===== src/rtl/fir_axilite_cfg.sv =====
// ============================================================================
//  Module      : fir_axilite_cfg
//  Description : AXI-Lite configuration slave for the FIR block. Holds the
//                ap_ctrl and data_length registers, gives the host a path
//                into the tap coefficient BRAM, issues ap_start to the FIR
//                engine and tracks ap_done / ap_idle.
//  Revision    : 1.0 - initial release
// ----------------------------------------------------------------------------
//  Ports
//    axis_clk, axis_rst_n       clock, synchronous active-low reset
//    aw*/w*                     AXI-Lite write address / data (no B channel)
//    ar*/r*                     AXI-Lite read address / data
//    ap_start_o                 one-cycle start pulse to the engine
//    eng_done_i                 one-cycle pulse, engine finished
//    data_length_o              programmed sample count
//    eng_tap_A                  engine tap read address (owns port when busy)
//    tap_WE/EN/Di/A, tap_Do     tap BRAM port (1-cycle read latency)
// ============================================================================
`default_nettype none

module fir_axilite_cfg #(
    parameter int pADDR_WIDTH = 12,
    parameter int pDATA_WIDTH = 32,
    parameter int Tape_Num    = 11
) (
    input  logic                   axis_clk,
    input  logic                   axis_rst_n,
    input  logic [pADDR_WIDTH-1:0] awaddr,
    input  logic                   awvalid,
    output logic                   awready,
    input  logic [pDATA_WIDTH-1:0] wdata,
    input  logic                   wvalid,
    output logic                   wready,
    input  logic [pADDR_WIDTH-1:0] araddr,
    input  logic                   arvalid,
    output logic                   arready,
    output logic [pDATA_WIDTH-1:0] rdata,
    output logic                   rvalid,
    input  logic                   rready,
    output logic                   ap_start_o,
    input  logic                   eng_done_i,
    output logic [pDATA_WIDTH-1:0] data_length_o,
    input  logic [pADDR_WIDTH-1:0] eng_tap_A,
    output logic [3:0]             tap_WE,
    output logic                   tap_EN,
    output logic [pDATA_WIDTH-1:0] tap_Di,
    output logic [pADDR_WIDTH-1:0] tap_A,
    input  logic [pDATA_WIDTH-1:0] tap_Do
);

    localparam logic [pADDR_WIDTH-1:0] c_ADDR_CTRL = '0;
    localparam logic [pADDR_WIDTH-1:0] c_ADDR_LEN  = pADDR_WIDTH'(16);
    localparam logic [pADDR_WIDTH-1:0] c_TAP_BASE  = pADDR_WIDTH'(64);
    localparam logic [pADDR_WIDTH-1:0] c_TAP_END   = pADDR_WIDTH'(64 + 4 * Tape_Num);

    typedef enum logic [1:0] {
        R_IDLE = 2'd0,
        R_ADDR = 2'd1,
        R_DATA = 2'd2
    } rd_state_t;

    rd_state_t r_rd_state;
    rd_state_t w_rd_state_nxt;

    logic                   r_aw_full;
    logic                   r_w_full;
    logic [pADDR_WIDTH-1:0] r_awaddr;
    logic [pDATA_WIDTH-1:0] r_wdata;
    logic [pADDR_WIDTH-1:0] r_araddr;
    logic [pDATA_WIDTH-1:0] r_rdata;
    logic                   r_rd_from_bram;
    logic                   r_ap_start;
    logic                   r_ap_done;
    logic                   r_ap_idle;
    logic [pDATA_WIDTH-1:0] r_data_length;

    logic                   w_commit;
    logic                   w_wr_tap;
    logic                   w_start;
    logic                   w_rd_tap;
    logic                   w_rd_collide;
    logic                   w_ctrl_rd;
    logic [pDATA_WIDTH-1:0] w_reg_rdata;

    // Only word-aligned addresses inside the coefficient window are taps.
    function automatic logic f_is_tap(input logic [pADDR_WIDTH-1:0] a);
        return (a >= c_TAP_BASE) && (a < c_TAP_END) && (a[1:0] == 2'b00);
    endfunction

    assign w_commit     = r_aw_full && r_w_full;
    assign w_wr_tap     = w_commit && f_is_tap(r_awaddr);
    assign w_start      = w_commit && (r_awaddr == c_ADDR_CTRL) && r_wdata[0] && r_ap_idle;
    assign w_rd_tap     = (r_rd_state == R_ADDR) && f_is_tap(r_araddr);
    // A host tap write and a host tap read cannot share the single BRAM port;
    // the write goes first and the read address phase repeats.
    assign w_rd_collide = w_rd_tap && r_ap_idle && w_wr_tap;
    assign w_ctrl_rd    = (r_rd_state == R_ADDR) && (r_araddr == c_ADDR_CTRL);

    assign awready       = !r_aw_full;
    assign wready        = !r_w_full;
    assign ap_start_o    = r_ap_start;
    assign data_length_o = r_data_length;
    // The BRAM output is valid during the first R_DATA cycle and is captured
    // at its end, so rdata stays stable for as long as rready is held low.
    assign rdata         = r_rd_from_bram ? tap_Do : r_rdata;

    // ---------------- write address / data latches ----------------
    always_ff @(posedge axis_clk) begin
        if (!axis_rst_n) begin
            r_aw_full <= 1'b0;
            r_w_full  <= 1'b0;
            r_awaddr  <= '0;
            r_wdata   <= '0;
        end else if (w_commit) begin
            r_aw_full <= 1'b0;
            r_w_full  <= 1'b0;
        end else begin
            if (!r_aw_full && awvalid) begin
                r_aw_full <= 1'b1;
                r_awaddr  <= awaddr;
            end
            if (!r_w_full && wvalid) begin
                r_w_full <= 1'b1;
                r_wdata  <= wdata;
            end
        end
    end

    // ---------------- control / length registers ----------------
    always_ff @(posedge axis_clk) begin
        if (!axis_rst_n) begin
            r_ap_start    <= 1'b0;
            r_ap_done     <= 1'b0;
            r_ap_idle     <= 1'b1;
            r_data_length <= '0;
        end else begin
            r_ap_start <= w_start;
            if (w_start) begin
                r_ap_idle <= 1'b0;
                r_ap_done <= 1'b0;
            end else if (eng_done_i) begin
                r_ap_done <= 1'b1;
                r_ap_idle <= 1'b1;
            end else if (w_ctrl_rd) begin
                r_ap_done <= 1'b0;
            end
            if (w_commit && (r_awaddr == c_ADDR_LEN) && r_ap_idle) begin
                r_data_length <= r_wdata;
            end
        end
    end

    // ---------------- read FSM ----------------
    always_ff @(posedge axis_clk) begin
        if (!axis_rst_n) begin
            r_rd_state <= R_IDLE;
        end else begin
            r_rd_state <= w_rd_state_nxt;
        end
    end

    always_comb begin
        w_rd_state_nxt = r_rd_state;
        arready        = 1'b0;
        rvalid         = 1'b0;
        case (r_rd_state)
            R_IDLE: begin
                arready = 1'b1;
                if (arvalid) w_rd_state_nxt = R_ADDR;
            end
            R_ADDR: begin
                if (!w_rd_collide) w_rd_state_nxt = R_DATA;
            end
            R_DATA: begin
                rvalid = 1'b1;
                if (rready) w_rd_state_nxt = R_IDLE;
            end
            default: w_rd_state_nxt = R_IDLE;
        endcase
    end

    always_comb begin
        w_reg_rdata = '0;
        if (r_araddr == c_ADDR_CTRL) begin
            w_reg_rdata = {{(pDATA_WIDTH-3){1'b0}}, r_ap_idle, r_ap_done, r_ap_start};
        end else if (r_araddr == c_ADDR_LEN) begin
            w_reg_rdata = r_data_length;
        end
    end

    always_ff @(posedge axis_clk) begin
        if (!axis_rst_n) begin
            r_araddr       <= '0;
            r_rdata        <= '0;
            r_rd_from_bram <= 1'b0;
        end else begin
            case (r_rd_state)
                R_IDLE: begin
                    if (arvalid) r_araddr <= araddr;
                end
                R_ADDR: begin
                    if (!w_rd_collide) begin
                        if (w_rd_tap) begin
                            if (r_ap_idle) r_rd_from_bram <= 1'b1;
                            else           r_rdata        <= '1;
                        end else begin
                            r_rdata <= w_reg_rdata;
                        end
                    end
                end
                R_DATA: begin
                    if (r_rd_from_bram) begin
                        r_rdata        <= tap_Do;
                        r_rd_from_bram <= 1'b0;
                    end
                end
                default: r_rd_from_bram <= 1'b0;
            endcase
        end
    end

    // ---------------- tap BRAM port mux ----------------
    always_comb begin
        tap_WE = 4'h0;
        tap_EN = 1'b0;
        tap_Di = '0;
        tap_A  = '0;
        if (!r_ap_idle) begin
            tap_A  = eng_tap_A;
            tap_EN = 1'b1;
        end else if (w_wr_tap) begin
            tap_A  = r_awaddr - c_TAP_BASE;
            tap_EN = 1'b1;
            tap_WE = 4'hF;
            tap_Di = r_wdata;
        end else if (w_rd_tap) begin
            tap_A  = r_araddr - c_TAP_BASE;
            tap_EN = 1'b1;
        end
    end

endmodule

`default_nettype wire


===== config.mk =====
export PLATFORM = sky130hd
export DESIGN_NAME = fir_axilite_cfg
export DESIGN_NICKNAME = d
export VERILOG_FILES = /design/src/rtl/fir_axilite_cfg.sv
export SDC_FILE = /design/constraint.sdc
export NUM_CORES = 1
export LEC_CHECK = 0
export BUFFER_PORTS_ARGS = -buffer_cell sky130_fd_sc_hd__buf_2
export CAP_MARGIN = 20
export CORE_UTILIZATION = 35
export DETAILED_ROUTE_END_ITERATION = 6
export PLACE_DENSITY_LB_ADDON = 0.12
export SLEW_MARGIN = 20
export SYNTH_ARGS = -nofsm -noshare
export SYNTH_HDL_FRONTEND = slang
export SYNTH_SLANG_ARGS = --single-unit

===== constraint.sdc =====
create_clock -name axis_clk -period 2.72 [get_ports axis_clk]
set_input_delay 0.544 -clock axis_clk [delete_from_list [all_inputs] [get_ports axis_clk]]
set_output_delay 0.544 -clock axis_clk [all_outputs]
set_load 0.03 [all_outputs]

# Word-level counts from Yosys, hierarchy flattened
# Cells that the tools add are included.
# totals
output_inout_bits,118
word_cells,97
inputBits,107
ff_bits,128
# op_classes
n_lt_le_gt_ge,4
eq_ne,10
mux,31
n_reduce_logical,35
addsub,2
n_bitwise,3
# ops
operator,count
$mux W32,8
$pmux W32 S2,1
$mux W12,3
$eq A12 B5 Y1 const B,2
$ge A12 B7 Y1 const B,2
$logic_not A12 Y1,2
$lt A12 B7 Y1 const B,2
$sub A12 B7 Y12 const B,2
$logic_and A1 B1 Y1,17
$mux W1,12
$ne A2 B2 Y1 const B,5
$mux W4,2
$logic_not A2 Y1,3
$mux W2,3
$pmux W2 S3,1
$reduce_and A2 Y1,3
$reduce_and A3 Y1,2
$reduce_bool A2 Y1,3
$reduce_and A4 Y1,1
$reduce_or A2 Y1,2
$ne A3 B3 Y1 const B,1
$not A1 Y1,3
$eq A2 B1 Y1 const B,1
$eq A2 B2 Y1 const B,1
other kinds (2),3

# Longest topological paths before layout
# Gate-level depths: netlist of the first run.
# logic_depth
ltp_word,8
depth_mapped,9
mapped_depth_nobuf,7

# Least setup slack after synthesis of the first run
# OpenSTA, ideal clock, no wires.
# synth_timing
kind,reg2out
startpoint,reg r_araddr[7]
endpoint,out tap_A[4]
setup_slack_ps,-244
arrival_ps,2420
path_buffers,0
path_stages_with_launch,8
required_ps,2176
path_cell_list,dfxtp_1 inv_1 ha_1 or4b_1 a211o_1 a21oi_2 nand4b_1 o221ai_1
# synth_between
elab_chain_len,7
elab_cells_between_ends,8
classes_between,2 x order compare; 3 x mux; 3 x reduce/logical
# synth_lines
item,line_no,source
"start, declared",69,logic [pADDR_WIDTH-1:0] r_araddr;
"start signal, assigned",199,if (arvalid) r_araddr <= araddr;
$ge A12 B7 Y1 or $lt A12 B7 Y1 (tied branches),87,return (a >= c_TAP_BASE) && (a < c_TAP_END) && (a[1:0] == 2'b00);
$logic_and A1 B1 Y1 (*) (2 in series),87,
$logic_and A1 B1 Y1 (*),93,assign w_rd_tap = (r_rd_state == R_ADDR) && f_is_tap(r_araddr);
$mux W12 (*),236,end else if (w_rd_tap) begin
$mux W12 (*),231,end else if (w_wr_tap) begin
$mux W12 (*),228,if (!r_ap_idle) begin
"end, declared",47,"output logic [pADDR_WIDTH-1:0] tap_A,"
# Mark *: on every way between the ends. The rest lies on a longest branch, timed or not.

# Final worst setup path of the first run
# layout_timing
startpoint,reg r_araddr[7]
endpoint,out tap_A[9]
# layout_between
elab_chain_len,7
elab_cells_between_ends,9
classes_between,1 x add/sub; 2 x order compare; 3 x mux; 3 x reduce/logical
# layout_lines
item,line_no
$ge A12 B7 Y1 or $lt A12 B7 Y1 (tied branches),87
$logic_and A1 B1 Y1 (2 in series),87
$logic_and A1 B1 Y1,93
$mux W12 (*),236
$mux W12 (*),231
$mux W12 (*),228
# Marked as above.

==> impl_metrics.env, run 1 <==
export IMPL_worstPathMaxFanout=3
export IMPL_die_y_um=136.9
export IMPL_netlist_instances=816
export IMPL_core_um2=17540
export IMPL_status="complete, but fails checks"
export IMPL_synth_cell_area_um2=6372
export IMPL_synth_flop_cell="dfxtp_1"
export IMPL_min_period_over_period=1.110
export IMPL_fillers=1706
export IMPL_initial_core_util=0.3634
export IMPL_p_leak_nw=3.907
export IMPL_syn_nets=929
export IMPL_synth_edf_count=0
export IMPL_cts_tree="yes"
export IMPL_ctsHoldBuffers=0
export IMPL_r2r_cells=8
export IMPL_power_density_nw_per_um2=616.3
export IMPL_endpoint_kind="primary output"
export IMPL_nets=1156
export IMPL_setup_slack_ps=-297.9
export IMPL_vias_per_cell=5.034
export IMPL_io_buffers=224
export IMPL_startpoint="r_araddr[7]$_SDFFE_PN0P_"
export IMPL_max_vdd_ir_drop_v=0.0004181
export IMPL_synth_adder_area_share=0.01178
export IMPL_dr_pass1_iters=5
export IMPL_post_route_util=0.5210
export IMPL_yosys_warnings=0
export IMPL_layout_cells_most_common_list="214 x nand2_1, 176 x buf_2, 121 x dfxtp_1"
export IMPL_drv_cap=0
export IMPL_async_flop_share=0
export IMPL_wirelength_mm=21.52
export IMPL_antenna_found_initial=0
export IMPL_antenna_left=0
export IMPL_hold_ws_ps=368.4
export IMPL_grt_pass1_wl_mm=32.06
export IMPL_htreeDepth=4
export IMPL_design_area_um2=9136
export IMPL_crit_arrival_ps=2470
export IMPL_rows=48
export IMPL_clock_fmax_ghz=0.3314
export IMPL_grt_max_degree=50
export IMPL_hold_viol=0
export IMPL_seq_area_frac_synth=0.4021
export IMPL_tightest_slew_ps=526.4
export IMPL_wl_per_cell_um=16.80
export IMPL_slew_viol_final=0
export IMPL_place_congestion=0.8870
export IMPL_vias=6449
export IMPL_synth_compound_area_share=0.2362
export IMPL_final_common_cell="nand2_1"
export IMPL_ys_types=53
export IMPL_p_total_mw=5.631
export IMPL_syn_area_per_cell_um2=7.809
export IMPL_timing_rr_start="r_awaddr[6]$_SDFFE_PN0P_"
export IMPL_drtIter0Drc=402
export IMPL_grt_overflow=0
export IMPL_drcViolationCount=0
export IMPL_dieArea_um2=18750
export IMPL_numCtsBuffers=17
export IMPL_min_from="awaddr[6]"
export IMPL_violations="negative setup slack"
export IMPL_min_delay_path_class="input pin to register"
export IMPL_ys_ff_latch=128
export IMPL_synth_simple_area_share=0.2519
export IMPL_critPathLaunchType="register"
export IMPL_path_clk_slew_ps=60
export IMPL_dp_hpwl_mm=14.44
export IMPL_grt_usage=0.2241
export IMPL_worst_r2r_endpoint="data_length_o[0]$_SDFFE_PN0P_"
export IMPL_setup_viol=47
export IMPL_place_area_um2=7776
export IMPL_r2r_setup_slack_ps=400
export IMPL_synth_xor_xnor_area_share=0.005498
export IMPL_num_io_pins=225
export IMPL_root_buffer="clkbuf_16"
export IMPL_hold_path_endpoint="r_awaddr[6]$_SDFFE_PN0P_"
export IMPL_die_w_um=136.9
export IMPL_area_growth_pct=43.37
export IMPL_clockBufferDepth=2
export IMPL_antenna_cells=0
export IMPL_clock_skew_ps=9.777
export IMPL_grt_pass1_vias=5866
export IMPL_clock_latency_ps=420
export IMPL_synth_top_family_by_area="simple AND/OR/NAND/NOR gates"
export IMPL_cp_required_ps=2180
export IMPL_layout_drive_gt1_share=0.3712
export IMPL_synth_mux_area_frac=0.02415
export IMPL_rsz0062_at_grt="yes"
export IMPL_clkSinkCount=128
export IMPL_critPathKind="register to primary output"
export IMPL_hold_path_depth=3
export IMPL_slew_headroom=0.6491
export IMPL_fin_crit_ps=3018
[cell type report]
| type | instances | area, µm² | area share |
|---|---|---|---|
| Clock inverter | 12 | 157.7 | 0.01726 |
| Multi-Input combinational cell | 587 | 3563 | 0.3900 |
| Timing Repair Buffer | 273 | 1958 | 0.2143 |
| Clock buffer | 20 | 466.7 | 0.05108 |
| Tap cell | 225 | 281.5 | 0.03081 |
| Inverter | 36 | 135.1 | 0.01479 |
| Sequential cell | 128 | 2574 | 0.2817 |
[sequential cells by signal (all words and copies together), names as in the netlist]
name            flops
ap_start_o          1
data_length_o      32
r_ap_done           1
r_ap_idle           1
r_araddr           12
r_aw_full           1
r_awaddr           12
r_rd_from_bram      1
r_rd_state          2
r_rdata            32
r_w_full            1
r_wdata            32
[synthesized netlist by cell type, types with 3 or more instances]
cell type,number,area share
nor3_1,4,0.0031
or4_1,4,0.0047
and2_1,35,0.034
buf_1,3,0.0018
ha_1,6,0.012
nor2b_1,13,0.013
o22ai_1,12,0.012
a21oi_1,24,0.019
buf_2,9,0.0071
a21boi_0,59,0.070
o21a_1,3,0.0035
nor2_1,26,0.015
a21boi_1,30,0.035
o2111a_1,11,0.019
o21ai_0,39,0.031
inv_1,36,0.021
clkbuf_1,45,0.027
dfxtp_1,128,0.40
mux2i_1,3,0.0047
buf_6,4,0.0071
mux2_2,11,0.019
o21ai_1,7,0.0055
nand3b_1,4,0.0047
nand2_2,10,0.0098
buf_4,4,0.0047
o211ai_1,3,0.0035
nand2b_1,6,0.0059
or3_1,11,0.011
a221oi_1,17,0.023
nand2_1,215,0.13
a2111oi_0,3,0.0041
[layer usage]
metal / up-vias / wire (µm) / track usage
li1: 3208 / - / -
met1: 3005 / 10610 / 0.3341
met2: 217 / 9296 / 0.3204
met3: 19 / 1341 / 0.04296
met4: 0 / 277 / 0.06838
met5: - / 0 / 0
[cells by family after synthesis]
family | after synthesis
simple gates | 347
compound gates | 216
flops | 128
buf+inv | 101
mux | 14
fa+ha+maj | 6
xor+xnor | 4
[power breakdown]
part | internal (mW) | total (mW) | leakage, nW | switching (mW)
Combinational | 0.445 | 1.13 | 2.57 | 0.682
Sequential | 2.01 | 2.11 | 1.05 | 0.0942
Clock | 1.52 | 2.40 | 0.287 | 0.882
[through the flow]
| stage | instances | setup WS, ps | TNS, ps |
|---|---|---|---|
| 2_1_floorplan | 816 | -179.9 | -1157 |
| 3_3_place_gp | 1232 | 36.42 | 0 |
| 3_5_place_dp | 1232 | 21.04 | 0 |
| 4_1_cts | 1277 | -275.2 | -5705 |
| 5_1_grt | 1281 | -420.4 | -11650 |
| 6_report | 1281 | -297.9 | -8243 |
[worst max-delay path: stages, from the launching register on]
cell,delay [ps]
dfxtp_2,320
inv_2,70
ha_4,130
or4b_4,460
a211o_1,300
a21oi_2,150
buf_4,140
nand4b_1,180
nand3b_1,160
buf_6,140
[how the worst max path moves through the flow]
| stage | to | slack [ps] |
|---|---|---|
| after CTS | tap_A[4] | -280 |
| final | tap_A[9] | -300 |
| after global placement | tap_A[4] | 40 |
| after global routing | tap_A[9] | -420 |
| after floorplan | tap_A[10] | -180 |
| after detailed placement | tap_A[4] | 20 |
[timing repair]
action,4_1_cts,5_1_grt
cloned,4,3
gates resized for setup,128,43
setup endpoints to repair,47,47
hold endpoints to repair,0,0
setup buffers,9,3
pin swaps,10,7
Power figures use the tool's default switching activity.
==> run 2: changes to the inputs <==
--- a/config.mk
+++ b/config.mk
@@ -10,6 +10,7 @@
 export CORE_UTILIZATION = 35
 export DETAILED_ROUTE_END_ITERATION = 6
 export PLACE_DENSITY_LB_ADDON = 0.12
+export SKIP_LAST_GASP = 1
 export SLEW_MARGIN = 20
 export SYNTH_ARGS = -nofsm -noshare
 export SYNTH_HDL_FRONTEND = slang
==> constraint.sdc (replaced) <==
create_clock -name axis_clk -period 3.2 [get_ports axis_clk]
set_input_delay 0.64 -clock axis_clk [delete_from_list [all_inputs] [get_ports axis_clk]]
set_output_delay 0.64 -clock axis_clk [all_outputs]
set_load 0.03 [all_outputs]
==> run 2 against run 1 <==
Effect of this change: the flow now finishes without violations; non-clock buffer count fell by 25; cell area is 7.6% lower; count of clock-buffer cells in the layout is 3 higher; setup slack improved by 320 ps; flip-flop and latch count unchanged; routed wire length is 6.5% lower; die area is the same; critical path depth unchanged; sequential share of layout area is 2.2 points higher; combinational power decreased by 20%; core utilization decreased by 4.0 points; critical endpoint is now tap_A[4].
==> impl_metrics.env, run 2 (synthesis results as in run 1) <==
export IMPL_status="finished clean"
export IMPL_clockBufferDepth=2
export IMPL_wl_per_cell_um=16.02
export IMPL_critPathLaunchType="register"
export IMPL_max_vdd_ir_drop_v=0.0003674
export IMPL_hold_path_depth=2
export IMPL_critPathKind="register to primary output"
export IMPL_fillers=1808
export IMPL_r2r_cells=7
export IMPL_nets=1131
export IMPL_vias_per_cell=4.953
export IMPL_rsz0062_at_grt="yes"
export IMPL_dr_pass1_iters=4
export IMPL_core_um2=17540
export IMPL_r2r_setup_slack_ps=730
export IMPL_clock_latency_ps=420
export IMPL_drtIter0Drc=319
export IMPL_grt_usage=0.2124
export IMPL_dieArea_um2=18750
export IMPL_antenna_cells=0
export IMPL_post_place_ws_ps=112.4
export IMPL_place_area_um2=7634
export IMPL_initial_core_util=0.3634
export IMPL_drcViolationCount=0
export IMPL_dp_hpwl_mm=14.38
export IMPL_area_growth_pct=32.46
export IMPL_ctsHoldBuffers=0
export IMPL_setup_slack_ps=21.32
export IMPL_layout_cells_most_common_list="215 x nand2_1, 213 x buf_2, 126 x dfxtp_1"
export IMPL_vias=6221
export IMPL_drv_cap=0
export IMPL_path_clk_slew_ps=50
export IMPL_wirelength_mm=20.12
export IMPL_setup_viol=0
export IMPL_antenna_found_initial=0
export IMPL_place_congestion=0.8540
export IMPL_grt_pass1_wl_mm=30.25
export IMPL_clkSinkCount=128
export IMPL_p_total_mw=4.848
export IMPL_p_leak_nw=3.688
export IMPL_hold_viol=0
export IMPL_grt_pass1_vias=5518
export IMPL_num_io_pins=225
export IMPL_hold_ws_ps=461.0
export IMPL_grt_overflow=0
export IMPL_rows=48
export IMPL_antenna_left=0
export IMPL_min_delay_path_class="register to register"
export IMPL_endpoint_kind="primary output"
export IMPL_die_w_um=136.9
export IMPL_cts_tree="yes"
export IMPL_grt_max_degree=56
export IMPL_power_density_nw_per_um2=574.4
export IMPL_io_buffers=224
export IMPL_cp_required_ps=2560
export IMPL_setup_tns_final_ps=0
export IMPL_final_common_cell="nand2_1"
export IMPL_tightest_slew_ps=859.7
export IMPL_root_buffer="clkbuf_16"
export IMPL_clock_fmax_ghz=0.3146
export IMPL_min_period_over_period=0.9933
export IMPL_layout_drive_gt1_share=0.3065
export IMPL_numCtsBuffers=17
export IMPL_htreeDepth=4
export IMPL_slew_headroom=0.4257
export IMPL_clock_skew_ps=6.191
export IMPL_crit_arrival_ps=2540
export IMPL_worstPathMaxFanout=7
export IMPL_slew_viol_final=0
export IMPL_design_area_um2=8441
export IMPL_die_y_um=136.9
export IMPL_fin_crit_ps=3179
[run 2: cell types whose count changed in the layout (fill, tap and decap cells not counted), sizes merged]
cell	previous run	this run
clkbuf	22	23
inv	37	36
bufinv	3	5
buf	271	248
clkinvlp	6	2
[run 2: metrics by stage]
stage,util,cells
finish,0.4813,1256
global route,0.4813,1256
CTS,0.4765,1255
detailed placement,0.4353,1219
global placement,0.4353,1219
floorplan,-,816
[run 2: path summary, 6_finish.rpt]
kind                                           startpoint                        to
worst max register to register  r_araddr[11]$_SDFFE_PN0P_  r_rdata[21]$_SDFFE_PN0P_
worst min register to register   r_araddr[0]$_SDFFE_PN0P_  r_araddr[0]$_SDFFE_PN0P_
worst min-delay path             r_araddr[0]$_SDFFE_PN0P_  r_araddr[0]$_SDFFE_PN0P_
worst max-delay path             r_araddr[7]$_SDFFE_PN0P_                  tap_A[4]
[run 2: what timing repair did]
| action | 4_1_cts | 5_1_grt |
|---|---|---|
| pin swaps | 3 | 6 |
| setup endpoints to repair | 11 | 17 |
| setup buffers | 4 | 1 |
| hold endpoints to repair | 0 | 0 |
| gates resized for setup | 12 | 27 |
[run 2: area by class of cell]
cell class                 count  area [µm²]  area share
timing repair buffer         248        1359      0.1610
clock buffer                  23       478.0     0.05663
multi-input combinational    587        3438      0.4074
clock inverter                 9       178.9     0.02120
tap                          225       281.5     0.03335
sequential                   128        2567      0.3042
inverter                      36       137.6     0.01631
[run 2: power by group]
part	total (mW)	internal [mW]	switching [mW]
logic	0.900	0.342	0.557
clock network	2.16	1.45	0.717
registers	1.79	1.71	0.0770
[run 2: worst max-delay path, stage by stage, from the launching register on]
cell	delay, ps
dfxtp_4	350
inv_4	60
ha_4	120
or4b_4	460
a211o_1	330
a21oi_2	180
nand4b_1	150
buf_6	170
o221ai_4	140
buf_6	160
[run 2: layer usage]
layer / share of wire / up-vias / wire, µm / global-route usage
met5: 0 / - / 0 / 0
met4: 0.014 / 0 / 278 / 0.07082
met3: 0.062 / 19 / 1247 / 0.05037
met2: 0.42 / 181 / 8439 / 0.2952
met1: 0.50 / 2853 / 10150 / 0.3153
li1: - / 3168 / - / -
